==> config.mk <==
export PLATFORM = sky130hd
export DESIGN_NAME = vga_timing_gen
export DESIGN_NICKNAME = d
export VERILOG_FILES = /design/src/rtl/vga_pkg.sv /design/src/rtl/vga_pattern_gen.sv /design/src/rtl/vga_timing_gen.sv
export SDC_FILE = /design/constraint.sdc
export NUM_CORES = 1
export LEC_CHECK = 0
export ABC_AREA = 1
export CAP_MARGIN = 10
export CORE_MARGIN = 8
export CORE_UTILIZATION = 50
export DETAILED_ROUTE_END_ITERATION = 6
export DONT_BUFFER_PORTS = 1
export PLACE_DENSITY_LB_ADDON = 0.12
export SLEW_MARGIN = 0
export SYNTH_ARGS = -nofsm -noshare
export SYNTH_HDL_FRONTEND = slang
export SYNTH_HIERARCHICAL = 1
export SYNTH_SLANG_ARGS = --single-unit
==> constraint.sdc <==
create_clock -name pixel_clk -period 2.1 [get_ports pixel_clk]
set_clock_uncertainty 0.1 [all_clocks]
set_input_delay 0.105 -clock pixel_clk [delete_from_list [all_inputs] [get_ports pixel_clk]]
set_output_delay 0.105 -clock pixel_clk [all_outputs]
set_load 0.01 [all_outputs]
==> src/rtl/vga_pkg.sv <==
// Shared types and constants for the VGA timing generator.
package vga_pkg;

  typedef enum logic [1:0] {
    MODE_PASS  = 2'd0,
    MODE_GRID  = 2'd1,
    MODE_BARS  = 2'd2,
    MODE_SOLID = 2'd3
  } mode_e;

  localparam logic [23:0] BAR_RGB [8] = '{
    24'hFFFFFF, 24'hFFFF00, 24'h00FFFF, 24'h00FF00,
    24'hFF00FF, 24'hFF0000, 24'h0000FF, 24'h000000
  };

  localparam int DEF_HDISP  = 800;
  localparam int DEF_VDISP  = 480;
  localparam int DEF_HFP    = 40;
  localparam int DEF_HPULSE = 48;
  localparam int DEF_HBP    = 40;
  localparam int DEF_VFP    = 13;
  localparam int DEF_VPULSE = 3;
  localparam int DEF_VBP    = 29;

endpackage

==> src/rtl/vga_pattern_gen.sv <==
// Per-pixel colour source selection for the stage-1 pixel; the bar index comes
// from a per-line run-length counter so no divider is needed.
module vga_pattern_gen
  import vga_pkg::*;
#(
  parameter int HDISP     = DEF_HDISP,
  parameter int XW        = 10,
  parameter int YW        = 9,
  parameter int GRID_LOG2 = 4
) (
  input  logic          pixel_clk,
  input  logic          pixel_rst,
  input  logic          act,
  input  logic [XW-1:0] x,
  input  logic [YW-1:0] y,
  input  mode_e         mode,
  input  logic [23:0]   pix_data,
  input  logic [23:0]   solid_rgb,
  output logic [23:0]   rgb
);

  localparam int          BAR_W = (HDISP / 8 > 0) ? HDISP / 8 : 1;
  localparam int          CW    = (BAR_W > 1) ? $clog2(BAR_W) : 1;
  localparam logic [31:0] GMASK = 32'((1 << GRID_LOG2) - 1);

  logic [CW-1:0] bar_cnt_r;
  logic [2:0]    bar_idx_r;
  logic [CW-1:0] bar_cnt_s;
  logic [2:0]    bar_idx_s;
  logic          grid_on_s;

  assign bar_cnt_s = (x == '0) ? '0 : bar_cnt_r;
  assign bar_idx_s = (x == '0) ? 3'd0 : bar_idx_r;
  assign grid_on_s = ((32'(x) & GMASK) == 32'd0) || ((32'(y) & GMASK) == 32'd0);

  // Run-length counter: the index holds at 7 over any remainder pixels.
  always_ff @(posedge pixel_clk) begin
    if (pixel_rst) begin
      bar_cnt_r <= '0;
      bar_idx_r <= 3'd0;
    end else if (act) begin
      if (bar_cnt_s == CW'(BAR_W - 1)) begin
        bar_cnt_r <= '0;
        bar_idx_r <= (bar_idx_s == 3'd7) ? 3'd7 : bar_idx_s + 3'd1;
      end else begin
        bar_cnt_r <= bar_cnt_s + CW'(1);
        bar_idx_r <= bar_idx_s;
      end
    end else begin
      bar_cnt_r <= bar_cnt_r;
      bar_idx_r <= bar_idx_r;
    end
  end

  always_comb begin
    rgb = 24'h000000;
    case (mode)
      MODE_PASS:  rgb = pix_data;
      MODE_GRID:  rgb = grid_on_s ? 24'hFFFFFF : 24'h000000;
      MODE_BARS:  rgb = BAR_RGB[bar_idx_s];
      MODE_SOLID: rgb = solid_rgb;
      default:    rgb = 24'h000000;
    endcase
  end

endmodule

==> src/rtl/vga_timing_gen.sv <==
// Parametrised VGA timing generator: h/v counters, FIFO read strobe, two-stage
// output pipeline and sticky underflow detection.
module vga_timing_gen
  import vga_pkg::*;
#(
  parameter int          HDISP     = DEF_HDISP,
  parameter int          VDISP     = DEF_VDISP,
  parameter int          HFP       = DEF_HFP,
  parameter int          HPULSE    = DEF_HPULSE,
  parameter int          HBP       = DEF_HBP,
  parameter int          VFP       = DEF_VFP,
  parameter int          VPULSE    = DEF_VPULSE,
  parameter int          VBP       = DEF_VBP,
  parameter bit          HS_POL    = 1'b0,
  parameter bit          VS_POL    = 1'b0,
  parameter int          GRID_LOG2 = 4,
  parameter logic [23:0] UFLOW_RGB = 24'hFF00FF
) (
  input  logic        pixel_clk,
  input  logic        pixel_rst,
  input  logic        en,
  input  logic [1:0]  mode,
  input  logic [23:0] solid_rgb,
  output logic        pix_rd,
  input  logic [23:0] pix_data,
  input  logic        pix_empty,
  input  logic        underflow_clr,
  output logic        HS,
  output logic        VS,
  output logic        BLANK,
  output logic [23:0] RGB,
  output logic        frame_start,
  output logic        underflow,
  output logic [15:0] frame_cnt
);

  localparam int HSTART = HFP + HPULSE + HBP;
  localparam int VSTART = VFP + VPULSE + VBP;
  localparam int HTOTAL = HSTART + HDISP;
  localparam int VTOTAL = VSTART + VDISP;
  localparam int HW     = $clog2(HTOTAL);
  localparam int VW     = $clog2(VTOTAL);
  localparam int XW     = (HDISP > 1) ? $clog2(HDISP) : 1;
  localparam int YW     = (VDISP > 1) ? $clog2(VDISP) : 1;

  logic [HW-1:0] h_r;
  logic [VW-1:0] v_r;
  mode_e         mode_q_r;
  logic          h_wrap_s, v_wrap_s, act0_s, hs0_s, vs0_s;

  logic          act1_r, hs1_r, vs1_r, fs1_r, uf1_r;
  logic [XW-1:0] x1_r;
  logic [YW-1:0] y1_r;
  mode_e         mode1_r;
  logic [23:0]   pat_rgb_s;

  assign h_wrap_s = (h_r == HW'(HTOTAL - 1));
  assign v_wrap_s = (v_r == VW'(VTOTAL - 1));
  assign hs0_s    = (h_r >= HW'(HFP)) && (h_r < HW'(HFP + HPULSE));
  assign vs0_s    = (v_r >= VW'(VFP)) && (v_r < VW'(VFP + VPULSE));
  assign act0_s   = (h_r >= HW'(HSTART)) && (v_r >= VW'(VSTART));
  assign pix_rd   = act0_s && (mode_q_r == MODE_PASS) && en && !pixel_rst;

  // Stage 0: counters, frame-boundary mode capture, frame count and sticky underflow.
  always_ff @(posedge pixel_clk) begin
    if (pixel_rst) begin
      h_r       <= '0;
      v_r       <= '0;
      mode_q_r  <= MODE_PASS;
      frame_cnt <= 16'd0;
      underflow <= 1'b0;
    end else begin
      if ((h_r == '0) && (v_r == '0)) mode_q_r <= mode_e'(mode);
      if (!en) begin
        h_r <= '0;
        v_r <= '0;
      end else if (h_wrap_s) begin
        h_r <= '0;
        v_r <= v_wrap_s ? '0 : v_r + VW'(1);
      end else begin
        h_r <= h_r + HW'(1);
      end
      if (en && h_wrap_s && v_wrap_s) frame_cnt <= frame_cnt + 16'd1;
      if (pix_rd && pix_empty)        underflow <= 1'b1;
      else if (underflow_clr)         underflow <= 1'b0;
    end
  end

  // Stage 1: region flags and coordinates; gating with en drains the pipe to idle.
  always_ff @(posedge pixel_clk) begin
    if (pixel_rst) begin
      act1_r  <= 1'b0;
      hs1_r   <= 1'b0;
      vs1_r   <= 1'b0;
      fs1_r   <= 1'b0;
      uf1_r   <= 1'b0;
      x1_r    <= '0;
      y1_r    <= '0;
      mode1_r <= MODE_PASS;
    end else begin
      act1_r  <= en && act0_s;
      hs1_r   <= en && hs0_s;
      vs1_r   <= en && vs0_s;
      fs1_r   <= en && act0_s && (h_r == HW'(HSTART)) && (v_r == VW'(VSTART));
      uf1_r   <= pix_rd && pix_empty;
      x1_r    <= XW'(h_r - HW'(HSTART));
      y1_r    <= YW'(v_r - VW'(VSTART));
      mode1_r <= mode_q_r;
    end
  end

  vga_pattern_gen #(
    .HDISP     (HDISP),
    .XW        (XW),
    .YW        (YW),
    .GRID_LOG2 (GRID_LOG2)
  ) u_pattern (
    .pixel_clk (pixel_clk),
    .pixel_rst (pixel_rst),
    .act       (act1_r),
    .x         (x1_r),
    .y         (y1_r),
    .mode      (mode1_r),
    .pix_data  (pix_data),
    .solid_rgb (solid_rgb),
    .rgb       (pat_rgb_s)
  );

  // Stage 2: registered video outputs at the configured sync polarity.
  always_ff @(posedge pixel_clk) begin
    if (pixel_rst) begin
      HS          <= ~HS_POL;
      VS          <= ~VS_POL;
      BLANK       <= 1'b0;
      RGB         <= 24'h000000;
      frame_start <= 1'b0;
    end else begin
      HS          <= hs1_r ? HS_POL : ~HS_POL;
      VS          <= vs1_r ? VS_POL : ~VS_POL;
      BLANK       <= act1_r;
      RGB         <= !act1_r ? 24'h000000 : (uf1_r ? UFLOW_RGB : pat_rgb_s);
      frame_start <= fs1_r;
    end
  end

endmodule

-- After elaboration in Yosys (flattened, before gate mapping)
Memory sizes are Yosys's and may differ from the RTL's.
Index checks and enable logic that the tools add are counted.
- bits in registers: 98
- bits in read-only memories: 192
- input port bits: 55
- logic and storage cells: 92
- memories: 1
- $add $sub $neg: 7
- order comparisons: 7
- eq/ne operators: 9
- multiplexer cells: 15
- bitwise operators: 3
- reduce and logical (&&, ||, !) cells: 29
- memory list (name ; words ; bits a word ; rd ports ; clocked after Yosys merged registers in ; write ports ; line ; RTL):
    (no name shown) ; 8 ; 24 ; 1 ; 0 ; 0 ; vga_pattern_gen.sv:60 ; MODE_BARS: rgb = BAR_RGB[bar_idx_s];
- operator list (kind ; count):
    $mux W24 ; 4
    $pmux W24 S4 ; 1
    $logic_not A32 Y1 ; 2
    $logic_not A10 Y1 ; 3
    $add A10 B1 Y10 const B ; 2
    $eq A10 B10 Y1 const B ; 2
    $ge A10 B6 Y1 const B ; 2
    $add A16 B1 Y16 const B ; 1
    $logic_and A1 B1 Y1 ; 15
    $mux W7 ; 2
    $eq A10 B6 Y1 const B ; 1
    $eq A10 B8 Y1 const B ; 1
    $ge A10 B4 Y1 const B ; 1
    $ge A10 B8 Y1 const B ; 1
    $lt A10 B5 Y1 const B ; 1
    $lt A10 B7 Y1 const B ; 1
    $mux W10 ; 1
    $sub A10 B8 Y10 const B ; 1
    $mux W3 ; 3
    $add A7 B1 Y7 const B ; 1
    $eq A7 B7 Y1 const B ; 1
    $reduce_or A3 Y1 ; 2
    $eq A2 B2 Y1 const B ; 2
    $ge A4 B4 Y1 const B ; 1
    12 further kinds ; 18

-- Logic depth before layout (Yosys ltp)
- depth after elaboration: 8
- gate-level depth with buffers: 10

-- Modules after synthesis
Netlist, hierarchy kept.
- modules (own cells, without submodules) (module ; instances ; cells each ; area each (um^2)):
    vga_timing_gen ; 1 ; 503 ; 3866.2
    vga_pattern_gen ; 1 ; 192 ; 1114.8

-- Least setup slack after synthesis
OpenSTA, ideal clock, no wires.
- path type: register -> output
- start: register v_r[0]
- end: output port pix_rd
- data arrival time: 1.487 ns
- required time: 1.895 ns
- slack: 0.408 ns
- cell stages (with the launch flop): 11
- path buffers: 0
- cell sequence: dfxtp_1 inv_1 ha_1 inv_1 nand3_1 nand2_1 nand2_1 nand3_1 and2_1 nand2_1 inv_1
- word-level cells in the longest chain between the ends: 5
- RTL lines (what ; line ; RTL):
    start: declaration ; vga_timing_gen.sv:47 ; logic [VW-1:0] v_r;
    start signal: assignment ; vga_timing_gen.sv:79 ; v_r <= v_wrap_s ? '0 : v_r + VW'(1);
    $ge A10 B6 Y1 ; vga_timing_gen.sv:61 ; assign act0_s = (h_r >= HW'(HSTART)) && (v_r >= VW'(VSTART));
    $logic_and A1 B1 Y1 ; vga_timing_gen.sv:61 ;
    $logic_and A1 B1 Y1 (3 in series) ; vga_timing_gen.sv:62 ; assign pix_rd = act0_s && (mode_q_r == MODE_PASS) && en && !pixel_rst;
    end: declaration ; vga_timing_gen.sv:24 ; output logic pix_rd,
Every way passes these cells.

-- Worst setup path in the final report
- start: register u_pattern.bar_cnt_r[0]
- end: register u_pattern.bar_cnt_r[5]
- word-level cells in the longest chain between the ends: 3
- elaborated cells between the ends (all ways): 4
- those cells by class: add/sub: 1; eq/ne: 1; mux: 2
- RTL lines (what ; line ; RTL):
    start: declaration ; vga_pattern_gen.sv:26 ; logic [CW-1:0] bar_cnt_r;
    start signal: assignment ; vga_pattern_gen.sv:46 ; bar_cnt_r <= bar_cnt_s + CW'(1);
    start signal: assignment ; vga_pattern_gen.sv:50 ; bar_cnt_r <= bar_cnt_r;
    $mux W7 (*) ; vga_pattern_gen.sv:32 ; assign bar_cnt_s = (x == '0) ? '0 : bar_cnt_r;
    $add A7 B1 Y7 or $eq A7 B7 Y1 (tied branches) ; vga_pattern_gen.sv:46, vga_pattern_gen.sv:42 ;
    $mux W7 (*) ; vga_pattern_gen.sv:42 ; if (bar_cnt_s == CW'(BAR_W - 1)) begin
Every way passes the cells marked *; elsewhere a longest branch is shown, timed or not.
A chain may end at the register's enable or synchronous reset.

==> impl_metrics.prom <==
# TYPE chip_impl_metric gauge
chip_impl_metric{name="setup_viol_count_final",unit=""} 0
chip_impl_info{name="critical-path-slowest-cell",value="dlygate4sd3_1"} 1
chip_impl_metric{name="leakage",unit="nW"} 2.33
chip_impl_metric{name="n_fill_cell",unit=""} 866
chip_impl_metric{name="design.portCount",unit=""} 101
chip_impl_metric{name="fp.dieW",unit="um"} 114
chip_impl_metric{name="timing_hold_violations_final",unit=""} 0
chip_impl_info{name="hp-start",value="pixel_rst"} 1
chip_impl_metric{name="ff2ff_setup_slack",unit="ps"} 140
chip_impl_metric{name="clk_path_buf_depth",unit=""} 2
chip_impl_metric{name="max_cap_violations",unit=""} 0
chip_impl_info{name="cp-end-kind",value="register"} 1
chip_impl_metric{name="drt-initial-drc-count",unit=""} 472
chip_impl_metric{name="post_synth_instance_area",unit="um2"} 4820
chip_impl_metric{name="power.density_cell_area",unit="nW/um2"} 605
chip_impl_metric{name="p_int",unit="mW"} 2.72
chip_impl_info{name="rr_startpoint",value="u_pattern/bar_cnt_r[0]$_SDFFE_PP0P_"} 1
chip_impl_metric{name="total_switching_power",unit="mW"} 0.846
chip_impl_info{name="holdCritPathClass",value="in -> reg"} 1
chip_impl_metric{name="clock_sinks",unit=""} 98
chip_impl_info{name="dominant_delay_contributor_by_cell_family_on_the_critical_path",value="simple AND/OR/NAND/NOR gates"} 1
chip_impl_metric{name="vias",unit=""} 4646
chip_impl_metric{name="power.switching_fraction",unit=""} 0.237
chip_impl_metric{name="track_usage",unit=""} 0.208
chip_impl_metric{name="layout.cells.non_filler",unit=""} 877
chip_impl_metric{name="die_height",unit="um"} 114
chip_impl_info{name="cpMostUsedCell",value="nand2_1"} 1
chip_impl_metric{name="p_comb_frac",unit=""} 0.087
chip_impl_metric{name="final_net_count",unit=""} 803
chip_impl_metric{name="final.hold.worst_slack",unit="ps"} 9.72
chip_impl_metric{name="syn-num-nets",unit=""} 740
chip_impl_info{name="root_buffer",value="clkbuf_8"} 1
chip_impl_info{name="cts_tree",value="yes"} 1
chip_impl_metric{name="slowest_cell_delay_on_critical_path",unit="ps"} 540
chip_impl_metric{name="yosys_warnings",unit=""} 6
chip_impl_info{name="timing.setup.critical_path_class",value="reg -> reg"} 1
chip_impl_metric{name="fp.dieArea",unit="um2"} 13000
chip_impl_metric{name="slew_headroom",unit=""} 0.592
chip_impl_info{name="status",value="complete, no violations"} 1
chip_impl_metric{name="dp.cells",unit=""} 795
chip_impl_metric{name="post-layout-total-power",unit="mW"} 3.57
chip_impl_info{name="hold_path_end",value="vs1_r$_SDFF_PP0_"} 1
chip_impl_info{name="rr_endpoint",value="u_pattern/bar_cnt_r[5]$_SDFFE_PP0P_"} 1
chip_impl_info{name="layout.cells.most_common",value="nor2_1"} 1
chip_impl_metric{name="final_critical_path_setup_slack",unit="ps"} 136
chip_impl_metric{name="clock_latency",unit="ps"} 380
chip_impl_metric{name="synthCells",unit=""} 676
chip_impl_metric{name="finalWeightedCongestion",unit=""} 0.909
chip_impl_metric{name="achievable-frequency",unit="GHz"} 0.509
chip_impl_metric{name="hold_path_depth",unit=""} 4
chip_impl_info{name="worstSetupStartpointType",value="register"} 1
chip_impl_metric{name="post-route-min-period",unit="ps"} 1960
chip_impl_metric{name="required",unit="ps"} 2270
chip_impl_metric{name="numCtsBuffers",unit=""} 9
chip_impl_metric{name="detailedRoute.firstPassIterationCount",unit=""} 5
chip_impl_metric{name="first_global_vias",unit=""} 4523
chip_impl_metric{name="site_row_count",unit=""} 36
chip_impl_info{name="critical_path.cell_chain",value="nand2_2 -> nor2_4 -> inv_2 -> nor3_4 -> nand2_1 -> nand2_1 -> nand2_1 -> nand2_1 -> a21oi_2 -> dlygate4sd3_1"} 1
chip_impl_metric{name="worst_slew_pin_slew",unit="ps"} 612
chip_impl_metric{name="critical_path.max_fanout",unit=""} 5
chip_impl_metric{name="layout-area-overhead-vs-synth",unit="%"} 22.6
chip_impl_metric{name="worst-r2r-cell-count",unit=""} 10
chip_impl_metric{name="io_buffers",unit=""} 0
chip_impl_info{name="layout_common_cells",value="nor2_1 (110), nand2_1 (102), dfxtp_1 (93)"} 1
chip_impl_metric{name="layout-drive-gt1-share",unit=""} 0.114
chip_impl_metric{name="grt_max_degree",unit=""} 40
chip_impl_metric{name="coreArea",unit="um2"} 9550
chip_impl_metric{name="crit_arrival",unit="ps"} 2140
chip_impl_metric{name="seq_power_share",unit=""} 0.525
chip_impl_metric{name="detailed_placer_s_ending_hpwl",unit="mm"} 8.83
chip_impl_metric{name="drv_slew",unit=""} 0
chip_impl_metric{name="initial_core_util",unit=""} 0.504
chip_impl_metric{name="route.detailed.drc",unit=""} 0
chip_impl_metric{name="route.detailed.vias_per_inst",unit=""} 5.30
chip_impl_metric{name="routed_wire_length_per_instance",unit="um"} 15.3
chip_impl_metric{name="average_footprint_of_a_synthesized_cell",unit="um2"} 7.12
chip_impl_metric{name="ir_worst_vdd",unit="mV"} 0.408
chip_impl_metric{name="setup-tns-final",unit="ps"} 0
chip_impl_metric{name="antenna_nets_post_route",unit=""} 0
chip_impl_metric{name="num_antenna_cells",unit=""} 0
chip_impl_metric{name="grt_first_pass_wirelength",unit="mm"} 21.9
chip_impl_metric{name="drt_wirelength",unit="mm"} 13.4
chip_impl_metric{name="htreeDepth",unit=""} 3
chip_impl_metric{name="timing.final.crit_share",unit=""} 0.935
chip_impl_metric{name="buffering_stage_count_on_the_worst_path_with_inverters_included",unit=""} 2
chip_impl_metric{name="clkPwrFrac",unit=""} 0.389
chip_impl_metric{name="place_worst_setup_slack",unit="ps"} 266
chip_impl_info{name="unrepaired_setup_endpoints_after_global_routing",value="no"} 1
chip_impl_metric{name="grt_antenna_before_repair",unit=""} 0
chip_impl_metric{name="grt_overflow_total",unit=""} 0
chip_impl_metric{name="cts.clk_slew.worst_paths",unit="ps"} 100
==> registers in the layout (all words and copies together), names as in the netlist, 2 cells and up <==
name	cells
y1_r	4
u_pattern/bar_cnt_r	7
v_r	10
mode_q_r	2
u_pattern/bar_idx_r	3
h_r	10
frame_cnt	16
mode1_r	2
RGB	24
x1_r	10
==> worst max path at each step <==
stage / startpoint / end / slack [ps] / cells after the start
after detailed placement: h_r[0]$_SDFF_PP0_ / v_r[3]$_SDFFE_PP0N_ / 270 / 6
after floorplan: h_r[0]$_SDFF_PP0_ / v_r[0]$_SDFFE_PP0N_ / 480 / 6
after global routing: u_pattern/bar_cnt_r[0]$_SDFFE_PP0P_ / u_pattern/bar_cnt_r[5]$_SDFFE_PP0P_ / 4 / 10
final: u_pattern/bar_cnt_r[0]$_SDFFE_PP0P_ / u_pattern/bar_cnt_r[5]$_SDFFE_PP0P_ / 140 / 10
after global placement: h_r[0]$_SDFF_PP0_ / v_r[2]$_SDFFE_PP0N_ / 320 / 6
after CTS: v_r[1]$_SDFFE_PP0N_ / underflow$_SDFFE_PP0P_ / 30 / 10
==> stage by stage <==
step	instance area, um2	util
finish	5900	0.618
global placement	4940	0.518
global route	5900	0.618
detailed placement	4940	0.518
CTS	5800	0.608
floorplan	4820	-
==> power groups by stage <==
stage / clock, mW / combinational (mW) / sequential [mW]
floorplan: 0 / 0.162 / 1.92
global placement: 0 / 0.178 / 1.92
detailed placement: 0 / 0.181 / 1.92
CTS: 1.42 / 0.296 / 1.88
global route: 1.50 / 0.343 / 1.88
finish: 1.39 / 0.310 / 1.87
==> worst register-to-register path: cells and delay by family (launching register included) <==
| family | cells | cell delay [ps] |
|---|---|---|
| flip-flops | 1 | 410 |
| buffers and inverters | 2 | 600 |
| AND/OR/NAND/NOR | 7 | 720 |
| AO/OA/AOI/OAI | 1 | 40 |
==> cell type report <==
type | instances | area [um2] | share of cell area
Timing Repair Buffer | 77 | 752 | 0.127
Clock buffer | 11 | 141 | 0.0240
Tap cell | 133 | 166 | 0.0282
Sequential cell | 98 | 1970 | 0.334
Multi-Input combinational cell | 474 | 2480 | 0.421
Inverter | 79 | 303 | 0.0513
Clock inverter | 5 | 85.1 | 0.0144
==> repair_timing <==
| action | 4_1_cts | 5_1_grt |
|---|---|---|
| setup buffers | 0 | 6 |
| endpoints found under the hold margin | 88 | 0 |
| hold buffers | 61 | 0 |
| resized for setup | 1 | 24 |
| endpoints found under the setup margin | 1 | 2 |
| pin swaps | 0 | 4 |
==> layer usage <==
| layer | routed length (um) | up-vias | global-route usage |
|---|---|---|---|
| li1 | - | 2314 | - |
| met1 | 5790 | 2110 | 0.244 |
| met2 | 6260 | 181 | 0.340 |
| met3 | 886 | 41 | 0.0517 |
| met4 | 485 | 0 | 0.119 |
| met5 | 0 | - | 0 |
(Power assumes the default switching activity.)
